`src/rtl/lsu_seq.sv`:
```
// Multi-cycle load/store unit: byte-enable generation, store alignment, load extraction.
// Optional LSU_MISALIGN_EN macro enables two-beat servicing of word-crossing accesses.
module lsu_seq #(
   parameter int unsigned XLEN = 32,
   parameter int unsigned AW   = 32
) (
   input  logic              clk,
   input  logic              rst_n,
   input  logic              req_valid,
   output logic              req_ready,
   input  logic              req_we,
   input  logic [2:0]        req_funct3,
   input  logic [AW-1:0]     req_addr,
   input  logic [XLEN-1:0]   req_wdata,
   output logic              rsp_valid,
   output logic [XLEN-1:0]   rsp_rdata,
   output logic              rsp_err,
   output logic              mem_req,
   input  logic              mem_gnt,
   output logic              mem_we,
   output logic [AW-1:0]     mem_addr,
   output logic [XLEN/8-1:0] mem_be,
   output logic [XLEN-1:0]   mem_wdata,
   input  logic              mem_rvalid,
   input  logic [XLEN-1:0]   mem_rdata,
   input  logic              mem_err
);
   localparam int unsigned BYTES = XLEN / 8;
   localparam int unsigned OFF_W = $clog2(BYTES);
   localparam int unsigned IDX_W = $clog2(XLEN);

   typedef enum logic [2:0] {StIdle, StReq0, StWait0, StReq1, StWait1, StResp} state_e;

   state_e             state_q, state_d;
   logic               we_q, we_d;
   logic [3:0]         size_q, size_d;
   logic               sgn_q, sgn_d;
   logic [OFF_W-1:0]   off_q, off_d;
   logic               mem_req_q, mem_req_d;
   logic               mem_we_q, mem_we_d;
   logic [AW-1:0]      mem_addr_q, mem_addr_d;
   logic [BYTES-1:0]   mem_be_q, mem_be_d;
   logic [XLEN-1:0]    mem_wdata_q, mem_wdata_d;
   logic               rsp_valid_q, rsp_valid_d;
   logic               rsp_err_q, rsp_err_d;
   logic [XLEN-1:0]    rsp_rdata_q, rsp_rdata_d;
`ifdef LSU_MISALIGN_EN
   logic               split_q, split_d;
   logic [BYTES-1:0]   be_hi_q, be_hi_d;
   logic [XLEN-1:0]    wdata_hi_q, wdata_hi_d;
   logic [XLEN-1:0]    lo_q, lo_d;
`endif

   logic               dec_legal, dec_sgn, dec_split, reject;
   logic [3:0]         dec_size;
   logic [OFF_W-1:0]   req_off;
   logic [2*BYTES-1:0] mask_base;
   logic [2*XLEN-1:0]  ld_word;
   logic [XLEN-1:0]    ld_field, ld_ext;
   logic [IDX_W-1:0]   msb_idx;

   assign req_off   = req_addr[OFF_W-1:0];
   assign req_ready = (state_q == StIdle);

   always_comb begin
      dec_legal = 1'b1;
      dec_size  = 4'd1;
      dec_sgn   = 1'b0;
      case (req_funct3)
         3'b000:  begin dec_size = 4'd1; dec_sgn = 1'b1; end
         3'b001:  begin dec_size = 4'd2; dec_sgn = 1'b1; end
         3'b010:  begin dec_size = 4'd4; dec_sgn = 1'b1; end
         3'b011:  begin dec_size = 4'd8; dec_legal = (XLEN == 64); end
         3'b100:  begin dec_size = 4'd1; dec_legal = !req_we; end
         3'b101:  begin dec_size = 4'd2; dec_legal = !req_we; end
         3'b110:  begin dec_size = 4'd4; dec_legal = !req_we && (XLEN == 64); end
         default: dec_legal = 1'b0;
      endcase
      dec_split = (int'(req_off) + int'(dec_size)) > int'(BYTES);
      reject    = !dec_legal;
`ifndef LSU_MISALIGN_EN
      reject    = reject | dec_split;
`endif
      mask_base = '0;
      for (int i = 0; i < int'(BYTES); i++) begin
         if (i < int'(dec_size)) mask_base[i] = 1'b1;
      end
   end

   // Load extraction: low beat in WAIT0 comes straight off the bus, high beat in WAIT1.
   always_comb begin
      ld_word = {{XLEN{1'b0}}, mem_rdata};
`ifdef LSU_MISALIGN_EN
      if (state_q == StWait1) ld_word = {mem_rdata, lo_q};
`endif
      ld_field = XLEN'(ld_word >> {off_q, 3'b000});
      msb_idx  = IDX_W'(8 * int'(size_q) - 1);
      ld_ext   = ld_field;
      for (int i = 0; i < int'(XLEN); i++) begin
         if (i >= 8 * int'(size_q)) ld_ext[i] = sgn_q & ld_field[msb_idx];
      end
   end

   always_comb begin
      state_d     = state_q;
      we_d        = we_q;
      size_d      = size_q;
      sgn_d       = sgn_q;
      off_d       = off_q;
      mem_req_d   = mem_req_q;
      mem_we_d    = mem_we_q;
      mem_addr_d  = mem_addr_q;
      mem_be_d    = mem_be_q;
      mem_wdata_d = mem_wdata_q;
      rsp_valid_d = 1'b0;
      rsp_err_d   = 1'b0;
      rsp_rdata_d = '0;
`ifdef LSU_MISALIGN_EN
      split_d     = split_q;
      be_hi_d     = be_hi_q;
      wdata_hi_d  = wdata_hi_q;
      lo_d        = lo_q;
`endif
      case (state_q)
         StIdle: begin
            if (req_valid) begin
               we_d   = req_we;
               size_d = dec_size;
               sgn_d  = dec_sgn;
               off_d  = req_off;
`ifdef LSU_MISALIGN_EN
               split_d    = dec_split;
               be_hi_d    = BYTES'((mask_base << req_off) >> BYTES);
               wdata_hi_d = XLEN'(({{XLEN{1'b0}}, req_wdata} << {req_off, 3'b000}) >> XLEN);
`endif
               if (reject) begin
                  state_d     = StResp;
                  rsp_valid_d = 1'b1;
                  rsp_err_d   = 1'b1;
               end else begin
                  state_d     = StReq0;
                  mem_req_d   = 1'b1;
                  mem_we_d    = req_we;
                  mem_addr_d  = {req_addr[AW-1:OFF_W], {OFF_W{1'b0}}};
                  mem_be_d    = BYTES'(mask_base << req_off);
                  mem_wdata_d = XLEN'({{XLEN{1'b0}}, req_wdata} << {req_off, 3'b000});
               end
            end
         end
         StReq0: begin
            if (mem_gnt) begin
               state_d   = StWait0;
               mem_req_d = 1'b0;
               mem_we_d  = 1'b0;
            end
         end
         StWait0: begin
            if (mem_rvalid) begin
`ifdef LSU_MISALIGN_EN
               lo_d = mem_rdata;
`endif
               if (mem_err) begin
                  state_d     = StResp;
                  rsp_valid_d = 1'b1;
                  rsp_err_d   = 1'b1;
`ifdef LSU_MISALIGN_EN
               end else if (split_q) begin
                  state_d     = StReq1;
                  mem_req_d   = 1'b1;
                  mem_we_d    = we_q;
                  mem_addr_d  = mem_addr_q + AW'(BYTES);
                  mem_be_d    = be_hi_q;
                  mem_wdata_d = wdata_hi_q;
`endif
               end else begin
                  state_d     = StResp;
                  rsp_valid_d = 1'b1;
                  rsp_rdata_d = we_q ? '0 : ld_ext;
               end
            end
         end
`ifdef LSU_MISALIGN_EN
         StReq1: begin
            if (mem_gnt) begin
               state_d   = StWait1;
               mem_req_d = 1'b0;
               mem_we_d  = 1'b0;
            end
         end
         StWait1: begin
            if (mem_rvalid) begin
               state_d     = StResp;
               rsp_valid_d = 1'b1;
               rsp_err_d   = mem_err;
               rsp_rdata_d = (we_q || mem_err) ? '0 : ld_ext;
            end
         end
`endif
         StResp:  state_d = StIdle;
         default: state_d = StIdle;
      endcase
   end

   always_ff @(posedge clk or negedge rst_n) begin
      if (!rst_n) begin
         state_q     <= StIdle;
         we_q        <= 1'b0;
         size_q      <= 4'd1;
         sgn_q       <= 1'b0;
         off_q       <= '0;
         mem_req_q   <= 1'b0;
         mem_we_q    <= 1'b0;
         mem_addr_q  <= '0;
         mem_be_q    <= '0;
         mem_wdata_q <= '0;
         rsp_valid_q <= 1'b0;
         rsp_err_q   <= 1'b0;
         rsp_rdata_q <= '0;
`ifdef LSU_MISALIGN_EN
         split_q     <= 1'b0;
         be_hi_q     <= '0;
         wdata_hi_q  <= '0;
         lo_q        <= '0;
`endif
      end else begin
         state_q     <= state_d;
         we_q        <= we_d;
         size_q      <= size_d;
         sgn_q       <= sgn_d;
         off_q       <= off_d;
         mem_req_q   <= mem_req_d;
         mem_we_q    <= mem_we_d;
         mem_addr_q  <= mem_addr_d;
         mem_be_q    <= mem_be_d;
         mem_wdata_q <= mem_wdata_d;
         rsp_valid_q <= rsp_valid_d;
         rsp_err_q   <= rsp_err_d;
         rsp_rdata_q <= rsp_rdata_d;
`ifdef LSU_MISALIGN_EN
         split_q     <= split_d;
         be_hi_q     <= be_hi_d;
         wdata_hi_q  <= wdata_hi_d;
         lo_q        <= lo_d;
`endif
      end
   end

   assign mem_req   = mem_req_q;
   assign mem_we    = mem_we_q;
   assign mem_addr  = mem_addr_q;
   assign mem_be    = mem_be_q;
   assign mem_wdata = mem_wdata_q;
   assign rsp_valid = rsp_valid_q;
   assign rsp_err   = rsp_err_q;
   assign rsp_rdata = rsp_rdata_q;

endmodule

```
`config.mk`:
```
export PLATFORM = sky130hd
export DESIGN_NAME = lsu_seq
export DESIGN_NICKNAME = d
export VERILOG_FILES = /design/src/rtl/lsu_seq.sv
export SDC_FILE = /design/constraint.sdc
export NUM_CORES = 1
export LEC_CHECK = 0
export BUFFER_PORTS_ARGS = -buffer_cell sky130_fd_sc_hd__buf_2
export CORE_MARGIN = 8
export CORE_UTILIZATION = 47
export CTS_BUF_LIST = sky130_fd_sc_hd__clkbuf_4
export DETAILED_ROUTE_END_ITERATION = 10
export GPL_TIMING_DRIVEN = 0
export PLACE_DENSITY = 0.84
export SYNTH_ARGS = -nofsm -noshare
export SYNTH_HDL_FRONTEND = slang
export SYNTH_SLANG_ARGS = --single-unit
```
`constraint.sdc`:
```
create_clock -name clk -period 4.77 [get_ports clk]
set_input_delay 0.7155 -clock clk [delete_from_list [all_inputs] [get_ports clk]]
set_output_delay 0.7155 -clock clk [all_outputs]
set_load 0.01 [all_outputs]
```
Word level (Yosys, flattened, before mapping). Index checks and enable logic that the tools add are counted.

Add/sub/neg operators: 2. $lt $le $gt $ge: 38. Equal/unequal tests: 12. Shift operators: 3. Mux-type cells: 64. Bitwise logic cells: 3. Reduce and logical (&&, ||, !) cells: 13.

Operator list (number): $mux W32 (4); $ge A5 B7 Y1 const A (16); $ge A4 B7 Y1 const A (8); $mux W1 (48); $shl A32 B5 Y32 (1); $shr A32 B5 Y32 (1); $ge A3 B7 Y1 const A (4); $ge A1 B7 Y1 const A (2); $ge A2 B7 Y1 const A (2); $mux W3 (4); $pmux W4 S3 (1); $pmux W1 S2 (5); $eq A3 B2 Y1 const B (3); $eq A3 B3 Y1 const B (3); $pmux W3 S3 (1); $lt A1 B4 Y1 const A (2); $lt A2 B4 Y1 const A (2); $ne A2 B2 Y1 const B (4); $eq A3 B1 Y1 const B (2); $logic_not A3 Y1 (2); $lt A5 B6 Y1 const B (1); $reduce_and A3 Y1 (2); $reduce_or A2 Y1 (3); $add A2 B4 Y5 (1); 12 further kinds (13).

Register bits: 113. Input port bits: 106. Output and inout port bits: 105. Word-level logic and storage cells: 148.

Depth between registers and ports, before layout. Gate-level depths: netlist (run 1).

Depth after elaboration: 9. Depth in mapped cells: 12. Mapped depth without buffers: 10.

Worst setup path after synthesis (run 1). No wires, ideal clock.

Path type: input to register. Start: input port req_addr[1]. End: register mem_be_q[0] (netlist: mem_be[0]). Setup time: 0.125 ns. Arrival time: 3.055 ns. Required time: 4.645 ns. Path slack: 1.590 ns. Stages: 9. Path buffers: 4. Cells stage by stage: clkbuf_1 -> clkbuf_1 -> inv_1 -> fa_1 -> nor2b_1 -> o211ai_1 -> buf_2 -> buf_2 -> mux2_2.

Longest elaborated chain between the ends: 5. Elaborated cells on any way between the ends: 6. Those cells by class: 1 x add/sub; 1 x order compare; 1 x shift; 2 x bitwise; 1 x reduce/logical.

RTL lines: from (decl) (line 13) `input logic [AW-1:0] req_addr,`; $add A2 B4 Y5 (line 79) `dec_split = (int'(req_off) + int'(dec_size)) > int'(BYTES);`; $gt A5 B3 Y1 (line 79); $or A1 B1 Y1 (line 82) `reject = reject | dec_split;`; $not A1 Y1 (no line); $reduce_and A3 Y1 (no line); to (signal assigned) (line 234) `mem_be_q <= mem_be_d;`; to (decl) (line 42) `logic [BYTES-1:0] mem_be_q, mem_be_d;`.

Several ways; a longest one is shown, not always the timed one. A chain may end at the register's enable or synchronous reset.

Worst setup path after layout (run 1).
Start: input port req_addr[1]. End: register mem_wdata_q[30] (netlist: mem_wdata[30]).

Longest elaborated chain between the ends: 5. Elaborated cells on any way between the ends: 6. Those cells by class: 1 x add/sub; 1 x order compare; 1 x shift; 2 x bitwise; 1 x reduce/logical.

RTL lines: $add A2 B4 Y5 (line 79); $gt A5 B3 Y1 (line 79); $or A1 B1 Y1 (line 82); $not A1 Y1 (no line); $reduce_and A3 Y1 (no line); to (signal assigned) (line 235) `mem_wdata_q <= mem_wdata_d;`; to (decl) (line 43) `logic [XLEN-1:0] mem_wdata_q, mem_wdata_d;`.

Several ways; a longest one is shown, not always the timed one.

==> results_dict.tcl, run 1 <==
set metrics [dict create \
    startpoint_type "input pin" \
    hold_violations 0 \
    fillers 979 \
    slowest_delay_ps 500 \
    grt_pass1_wl_mm 26.7 \
    status "finished, final reports clean" \
    wl_per_cell_um 19.3 \
    ctsHoldBuffers 0 \
    seq_area_frac_synth_pct 52.4 \
    clock_sinks 113 \
    tightest_slew_ps 745 \
    areaGrowthSynthToFinish_pct 29.0 \
    path_class "input pin to flip-flop" \
    grt_usage_pct 22.6 \
    htreeDepth 4 \
    vias 4934 \
    synth_top_area_share_pct 51.9 \
    grt_pass1_vias 5341 \
    grt_overflow_total 0 \
    clk-insertion-delay-late_ps 500 \
    crit_arrival_ps 3940 \
    cts_buffer_depth 2 \
    p_leak_nw 3.63 \
    ys_ff_latch 113 \
    std_cell_rows 39 \
    crit_chain "buf_2, clkbuf_1, clkbuf_1, inv_1, fa_1, nor2b_1, o211ai_1, buf_2, buf_2, mux2_2" \
    seq_power_share_pct 37.9 \
    maxCapViolCount 0 \
    syn_area_um2 5400 \
    powerDensity_nw_per_um2 556 \
    max_freq_ghz 0.282 \
    synth_top_area_cell "dfrtp_1" \
    ctsResizeCount 0 \
    drive_gt1_share_pct 41.0 \
    start_util_pct 47.7 \
    post-route-period-util_pct 74.3 \
    tritoncts "built" \
    min_path_type "input pin to asynchronous set/reset pin" \
    drt-total-wl_mm 17.2 \
    critPathMostFrequentCell "buf_2" \
    p_int_mw 2.35 \
    async_reset_ff_share_pct 100 \
    setup_viol 0 \
    maxSlewHeadroom_pct 50.3 \
    required_ps 5160 \
    nets 850 \
    final_antenna_net_count 0 \
    netSwitchingFraction_pct 39.4 \
    clk_pin_slew_worst_paths_ps 110 \
    power.switching_mw 1.53 \
    min_period_ps 3550 \
    drcViolationCount 0 \
    maxSlewViolCount 0 \
    setup.worst_path.end_class "flip-flop" \
    rsz0062_at_grt "no" \
    ir_worst_vdd_v 0.000433 \
    synth-main-ff-cell "dfrtp_1" \
    die_h_um 123 \
    critPathMaxFanout 10 \
    place_hpwl_mm 13.4 \
    synth_edf_count 0 \
    cts_buffers 17 \
    first_pass_iters 5 \
    holdWs_ps 277 \
    gp_congestion 0.952 \
    drt-initial-drc-count 390 \
    cp_slowest_cell "fa_1" \
    setup-tns-final_ps 0 \
    synth_cell_type_count 44 \
    clockPowerShare_pct 19.8 \
    finalClockSkew_ps 13.0 \
    synth.most_common_cell "dfrtp_1" \
    io-pin-count 211 \
    cts_root_buf "clkbuf_4" \
    yosys-top-cells-area "dfrtp_1 52%, mux2_2 10%, mux2i_1 5.9%" \
    fp.dieW_um 123 \
    antenna_found_initial 1 \
    routed_via_density 5.52 \
    yosysWarnings 0 \
    postCtsSetupBuffers 0 \
    die-area_um2 15200 \
    p_comb_share_pct 42.3 \
    syn_inst 509 \
    core_um2 11300 \
    antenna_cells 0 \
    io_buffers 208 \
    synthTopCellsByCount "112 x dfrtp_1, 64 x nand2_1, 50 x a21oi_1, 49 x mux2_2, 32 x mux2i_1" \
    syn_area_per_cell_um2 10.6 \
    grt_max_degree 60 \
]
placed cells by master, fill, tap and decap left out, types with 5 or more instances in the layout:
cell type / n
o21ai_0: 30
mux2i_1: 32
clkbuf_4: 17
ha_1: 5
nand2_1: 64
o31ai_1: 10
nand2b_1: 6
o211ai_1: 10
a21o_1: 10
a211oi_1: 9
inv_1: 14
a21oi_1: 50
nor2_1: 24
nor3_1: 9
buf_2: 213
clkbuf_1: 17
dfrtp_1: 112
nor2b_1: 11
mux2_2: 49
registers in the layout, summed over array words and instances (netlist names):
name	count
we_q	1
off_q	2
rsp_err	1
mem_addr	30
mem_req	1
mem_be	4
mem_we	1
mem_wdata	32
size_q	4
rsp_rdata	32
rsp_valid	1
sgn_q	1
state_q	3
routing by layer:
layer / track usage, % / share of wire [%] / routed length (µm) / vias up
li1: - / - / - / 2249
met1: 24.5 / 37 / 6350 / 2343
met2: 39.2 / 50 / 8570 / 294
met3: 7.95 / 11 / 1830 / 46
met4: 10.2 / 2.7 / 461 / 2
met5: 0 / 0.075 / 13 / -
critical path, delay by kind of cell:
family,cells,cell delay (ps)
adders and majority gates,1,500
AOI/OAI and AO/OA,1,470
muxes,1,370
and+or+nand+nor,1,150
buffers and inverters,6,1730
kinds of logic (layout without fill, tap and decap cells):
logic type	count (synthesis)	in the layout	share of synthesized area, %
AO/OA/AOI/OAI	135	135	15.1
AND/OR/NAND/NOR	126	126	10.8
flip-flops	113	113	52.4
multiplexers	81	81	16.1
buffers and inverters	46	287	3.82
adder cells (fa/ha/maj)	6	6	1.53
other	1	2	0.0694
XOR/XNOR	1	1	0.162
path summary, 6_finish.rpt:
path	start	endpoint	slack, ps	depth (start not counted)
max	req_addr[1]	mem_wdata[30]	1220	10
min	rst_n	rsp_rdata[20]	280	1
max reg2reg	size_q[0]	rsp_rdata[22]	2420	6
min reg2reg	mem_wdata[15]	mem_wdata[15]	480	2
max in group asynchronous	rst_n	size_q[0]	3730	2
min in group clk	req_addr[26]	mem_addr[26]	430	2
power groups by stage:
stage	combinational (mW)	clock [mW]	sequential, mW
2_1_floorplan	0.857	0	1.61
3_3_place_gp	1.57	0	1.46
3_5_place_dp	1.64	0	1.48
4_1_cts	1.65	0.787	1.47
5_1_grt	1.80	0.827	1.50
6_report	1.64	0.768	1.47
through the flow:
| stage | instances | setup WS, ps | area, µm² | util [%] | power, mW |
|---|---|---|---|---|---|
| 2_1_floorplan | 510 | 1590 | 5400 | - | 2.46 |
| 3_3_place_gp | 861 | 762 | 6620 | 58.5 | 3.03 |
| 3_5_place_dp | 862 | 704 | 6650 | 58.8 | 3.13 |
| 4_1_cts | 894 | 1270 | 6970 | 61.5 | 3.90 |
| 5_1_grt | 894 | 991 | 6970 | 61.5 | 4.13 |
| 6_report | 894 | 1220 | 6970 | 61.5 | 3.87 |
area by class of cell:
| type | count | area [µm²] | share of cell area (%) |
|---|---|---|---|
| multi-input combinational | 351 | 2370 | 34.0 |
| clock buffer | 17 | 128 | 1.83 |
| timing repair buffer | 209 | 1070 | 15.4 |
| buffer | 32 | 154 | 2.21 |
| tap | 143 | 179 | 2.57 |
| sequential | 113 | 2830 | 40.6 |
| clock inverter | 15 | 184 | 2.64 |
| inverter | 14 | 52.6 | 0.754 |
Power figures use the tool's default switching activity.
==> inputs of run 2 (changes only) <==
==> constraint.sdc (replaced) <==
create_clock -name clk -period 3.3 [get_ports clk]
set_input_delay 0.495 -clock clk [delete_from_list [all_inputs] [get_ports clk]]
set_output_delay 0.495 -clock clk [all_outputs]
set_load 0.01 [all_outputs]
==> run 2 against run 1 <==
  * Clock skew up 1.3 ps
  * Via count down 0.36%
  * Worst setup slack worse by 970 ps
  * First-iteration DRC count down 2.8%
  * Global-route usage unchanged
  * Non-clock buffer count up 1
  * Wire length down 0.37%
  * Sequential share of layout area down 0.051 points
  * Largest power group unchanged
  * Critical endpoint unchanged
  * Largest cell class unchanged
  * Final cell count up 0.11%
  * Flip-flop and latch count unchanged
  * Count of clock-buffer cells in the layout unchanged
  * Clock power up 45%
==> results_dict.tcl, run 2 (synthesized netlist as in run 1, its figures left out) <==
set metrics [dict create \
    first_pass_iters 5 \
    fp.dieW_um 123 \
    cts_buffer_depth 2 \
    critPathMaxFanout 10 \
    rsz0062_at_grt "no" \
    r2r_start "size_q[0]" \
    crit_arrival_ps 3430 \
    drive_gt1_share_pct 41.2 \
    startpoint_type "input pin" \
    core_um2 11300 \
    die_h_um 123 \
    drcViolationCount 0 \
    netSwitchingFraction_pct 39.3 \
    ir_worst_vdd_v 0.000626 \
    final_common_cell "buf_2" \
    holdWs_ps 58.4 \
    finalClockSkew_ps 14.3 \
    grt_usage_pct 22.6 \
    clk_pin_slew_worst_paths_ps 110 \
    dpl_cell_area_um2 6650 \
    final_util_pct 61.6 \
    powerDensity_nw_per_um2 803 \
    setup_slack_ps 259 \
    max_freq_ghz 0.329 \
    maxSlewViolCount 0 \
    antenna_found_initial 1 \
    grt_pass1_wl_mm 26.7 \
    tightest_slew_ps 758 \
    path_class "input pin to flip-flop" \
    p_comb_share_pct 42.3 \
    min_path_type "input pin to asynchronous set/reset pin" \
    die-area_um2 15200 \
    clock_sinks 113 \
    post-route-period-util_pct 92.1 \
    ctsHoldBuffers 0 \
    grt_pass1_vias 5341 \
    cts_buffers 17 \
    grt_overflow_total 0 \
    dp_slack_ps -545 \
    drt-initial-drc-count 379 \
    std_cell_rows 39 \
    antenna_cells 0 \
    routed_via_density 5.49 \
    wl_per_cell_um 19.2 \
    final_cell_area_um2 6970 \
    hold_violations 0 \
    required_ps 3690 \
    clockPowerShare_pct 19.8 \
    io-pin-count 211 \
    maxSlewHeadroom_pct 49.3 \
    areaGrowthSynthToFinish_pct 29.1 \
    status "finished, final reports clean" \
    layout_common_cells "213 x buf_2, 112 x dfrtp_1, 64 x nand2_1" \
    seq_power_share_pct 37.9 \
    setup_viol 0 \
    power.switching_mw 2.20 \
    vias 4916 \
    gp_congestion 0.952 \
    io_buffers 208 \
    place_hpwl_mm 13.4 \
    htreeDepth 4 \
    setup.worst_path.end_class "flip-flop" \
    p_leak_nw 3.64 \
    final_antenna_net_count 0 \
    nets 851 \
    maxCapViolCount 0 \
    crit_start "req_addr[1]" \
    min_period_ps 3040 \
    clk-insertion-delay-late_ps 500 \
    p_int_mw 3.40 \
    cts_root_buf "clkbuf_4" \
    drt-total-wl_mm 17.2 \
    grt_max_degree 60 \
    start_util_pct 47.7 \
    tritoncts "built" \
]
## run 2: cell count changes in the layout (fill, tap and decap cells not counted), sizes merged
cell and delta:
buf +1
## run 2: path summary, 6_finish.rpt
kind	to	slack (ps)	cells after the start
worst min-delay path	rsp_rdata[20]	60	1
min in group clk	mem_addr[26]	220	2
worst min register to register	mem_wdata[15]	480	2
max in group asynchronous	size_q[0]	2490	2
worst max-delay path	mem_wdata[30]	260	10
worst max register to register	rsp_rdata[22]	930	6
## run 2: per-layer routing
| metal | up-vias | routed length (µm) | global-route usage (%) |
|---|---|---|---|
| met2 | 290 | 8630 | 39.2 |
| met5 | - | 13 | 0 |
| met4 | 2 | 435 | 10.2 |
| li1 | 2257 | - | - |
| met1 | 2326 | 6250 | 24.5 |
| met3 | 41 | 1820 | 7.95 |
## run 2: worst max-delay path: stages
cell and delay, ps:
buf_2 130, clkbuf_1 380, clkbuf_1 410, inv_1 170, fa_1 470, xnor2_1 160, o211ai_1 270, buf_2 290
buf_2 290, mux2_2 370
## run 2: timing repair
item                       4_1_cts  5_1_grt
setup buffers                    0        1
setup endpoints to repair        0       27
hold endpoints to repair         0        0
resized for setup                0        2
## run 2: per-stage QoR
step	TNS [ps]	total power, mW	std cells
floorplan	0	3.56	510
global placement	-19140	4.38	861
detailed placement	-22270	4.52	862
CTS	0	5.64	894
global route	0	5.97	895
finish	0	5.60	895
## run 2: layout make-up
type                    instances  area (µm²)
multi-input cells             351        2370
inverters                      14        52.6
clock buffers                  17         128
well taps                     143         179
fillers                       980        4350
repair buffers                210        1080
plain buffers                  32         155
flip-flops and latches        113        2830
clock inverters                15         184
## run 2: power by group through the flow
stage	Clock [mW]	Sequential (mW)	Combinational, mW
6_report	1.11	2.12	2.37
3_3_place_gp	0	2.11	2.27
4_1_cts	1.14	2.12	2.38
3_5_place_dp	0	2.14	2.38
5_1_grt	1.20	2.17	2.60
2_1_floorplan	0	2.32	1.24
==> inputs of run 3 (changes only) <==
--- a/config.mk
+++ b/config.mk
@@ -6,11 +6,12 @@
 export NUM_CORES = 1
 export LEC_CHECK = 0
 export BUFFER_PORTS_ARGS = -buffer_cell sky130_fd_sc_hd__buf_2
-export CORE_MARGIN = 8
+export CORE_MARGIN = 5
 export CORE_UTILIZATION = 47
 export CTS_BUF_LIST = sky130_fd_sc_hd__clkbuf_4
 export DETAILED_ROUTE_END_ITERATION = 10
 export GPL_TIMING_DRIVEN = 0
+export MAX_ROUTING_LAYER = met4
 export PLACE_DENSITY = 0.84
 export SYNTH_ARGS = -nofsm -noshare
 export SYNTH_HDL_FRONTEND = slang
==> run 3 against run 2 <==
  * Clock skew grew 1.6 ps
  * Largest cell class unchanged
  * Fmax grew 1.0%
  * Final cell count shrank 0.11%
  * Non-clock buffer count shrank 1
  * Sequential share of layout area grew 0.33 points
  * Combinational power is essentially flat
  * Clock power shrank 15%
==> results_dict.tcl, run 3 (synthesized netlist as in run 1, its figures left out) <==
set metrics [dict create \
    crit_arrival_ps 3420 \
    grt_overflow_total 0 \
    cts_buffers 17 \
    clockPowerShare_pct 17.4 \
    nets 850 \
    r2r_start "size_q[0]" \
    holdWs_ps 200 \
    core_um2 11300 \
    vias 4918 \
    grt_usage_pct 25.3 \
    path_class "input pin to flip-flop" \
    startpoint_type "input pin" \
    min_path_type "input pin to flip-flop" \
    grt_pass1_vias 5184 \
    critPathMaxFanout 10 \
    rsz0062_at_grt "no" \
    ir_worst_vdd_v 0.000494 \
    setup_slack_ps 290 \
    postCtsSetupBuffers 0 \
    io_buffers 208 \
    max_freq_ghz 0.332 \
    drt-total-wl_mm 16.8 \
    maxSlewHeadroom_pct 48.7 \
    p_int_mw 3.29 \
    maxSlewViolCount 0 \
    setup.worst_path.end_class "flip-flop" \
    std_cell_rows 39 \
    crit_start "req_funct3[1]" \
    grt_pass1_wl_mm 25.5 \
    cts_root_buf "clkbuf_4" \
    final_common_cell "buf_2" \
    layout_common_cells "213 x buf_2, 112 x dfrtp_1, 64 x nand2_1" \
    finalClockSkew_ps 16.0 \
    htreeDepth 4 \
    dp_slack_ps -709 \
    powerDensity_nw_per_um2 787 \
    min_from "req_addr[16]" \
    hold_violations 0 \
    p_leak_nw 3.61 \
    power_mw 5.44 \
    p_comb_share_pct 43.6 \
    clk_pin_slew_worst_paths_ps 100 \
    grt_max_degree 66 \
    areaGrowthSynthToFinish_pct 28.1 \
    setup_viol 0 \
    cts_buffer_depth 2 \
    tritoncts "built" \
    die_h_um 117 \
    netSwitchingFraction_pct 39.6 \
    tightest_slew_ps 767 \
    die-area_um2 13700 \
    required_ps 3710 \
    wl_per_cell_um 18.7 \
    maxCapViolCount 0 \
    first_pass_iters 5 \
    place_hpwl_mm 13.0 \
    power.switching_mw 2.15 \
    min_period_ps 3010 \
    fp.dieW_um 117 \
    seq_power_share_pct 38.9 \
    drcViolationCount 0 \
    final_antenna_net_count 0 \
    status "finished, final reports clean" \
    io-pin-count 211 \
    drt-initial-drc-count 494 \
    start_util_pct 47.7 \
    post-route-period-util_pct 91.2 \
    routed_via_density 5.50 \
    drive_gt1_share_pct 40.6 \
    clock_sinks 113 \
    gp_congestion 0.981 \
    antenna_found_initial 2 \
    clk-insertion-delay-late_ps 530 \
]
==> run 3: cell types whose count changed in the layout (fill, tap and decap cells not counted), moves of 2 or more <==
cell,delta
clkinv_1,+4
inv_6,-3
clkinv_4,-2
diode_2,+2
clkbuf_1,-2
==> run 3: path summary, 6_finish.rpt <==
check,end,slack [ps],depth (start not counted)
max,mem_wdata[29],290,12
min,mem_addr[16],200,2
max reg2reg,rsp_rdata[23],920,6
min reg2reg,mem_be[1],490,2
max in group asynchronous,size_q[0],1970,3
min in group asynchronous,mem_addr[15],550,2
==> run 3: cell type report <==
| class | count | area (µm²) |
|---|---|---|
| diodes | 2 | 5.00 |
| well taps | 143 | 179 |
| plain buffers | 31 | 153 |
| fillers | 996 | 4400 |
| multi-input cells | 351 | 2370 |
| repair buffers | 210 | 1080 |
| clock inverters | 13 | 123 |
| inverters | 14 | 52.6 |
| flip-flops and latches | 113 | 2830 |
| clock buffers | 17 | 128 |
==> run 3: worst max-delay path, cell delays in order <==
cell      delay [ps]
buf_2            150
and2_1           180
a21oi_1          200
inv_1             70
ha_1             190
inv_1             70
fa_1             400
nor2b_1          160
o211ai_1         500
buf_2            350
buf_2            290
mux2_2           370
==> run 3: power groups by stage <==
stage               Combinational, mW  Sequential, mW  Clock (mW)
global placement                 2.27            2.11           0
floorplan                        1.24            2.32           0
CTS                              2.37            2.12       0.975
detailed placement               2.37            2.14           0
global route                     2.60            2.18        1.04
finish                           2.37            2.12       0.949
==> run 3: repair_timing <==
| item | CTS | global route |
|---|---|---|
| gates resized for setup | 2 | 0 |
| hold endpoints to repair | 48 | 0 |
| hold buffers | 1 | 0 |
| setup endpoints to repair | 14 | 16 |
| gates cloned | 0 | 0 |
==> run 3: routing by layer <==
| layer | share of wire (%) | global-route usage (%) | up-vias | routed length, µm |
|---|---|---|---|---|
| li1 | - | - | 2252 | - |
| met1 | 38 | 29.0 | 2361 | 6330 |
| met2 | 50 | 41.0 | 264 | 8390 |
| met3 | 9.6 | 8.38 | 41 | 1600 |
| met4 | 2.6 | 10.5 | 0 | 432 |
| met5 | 0 | - | - | 0 |
==> run 3: per-stage QoR <==
step | TNS (ps) | utilization, % | area (µm²) | cells
finish | 0 | 61.1 | 6920 | 894
global route | 0 | 61.1 | 6920 | 894
CTS | 0 | 61.1 | 6920 | 893
detailed placement | -30360 | 58.8 | 6650 | 862
global placement | -31730 | 58.5 | 6620 | 861
floorplan | 0 | - | 5400 | 510
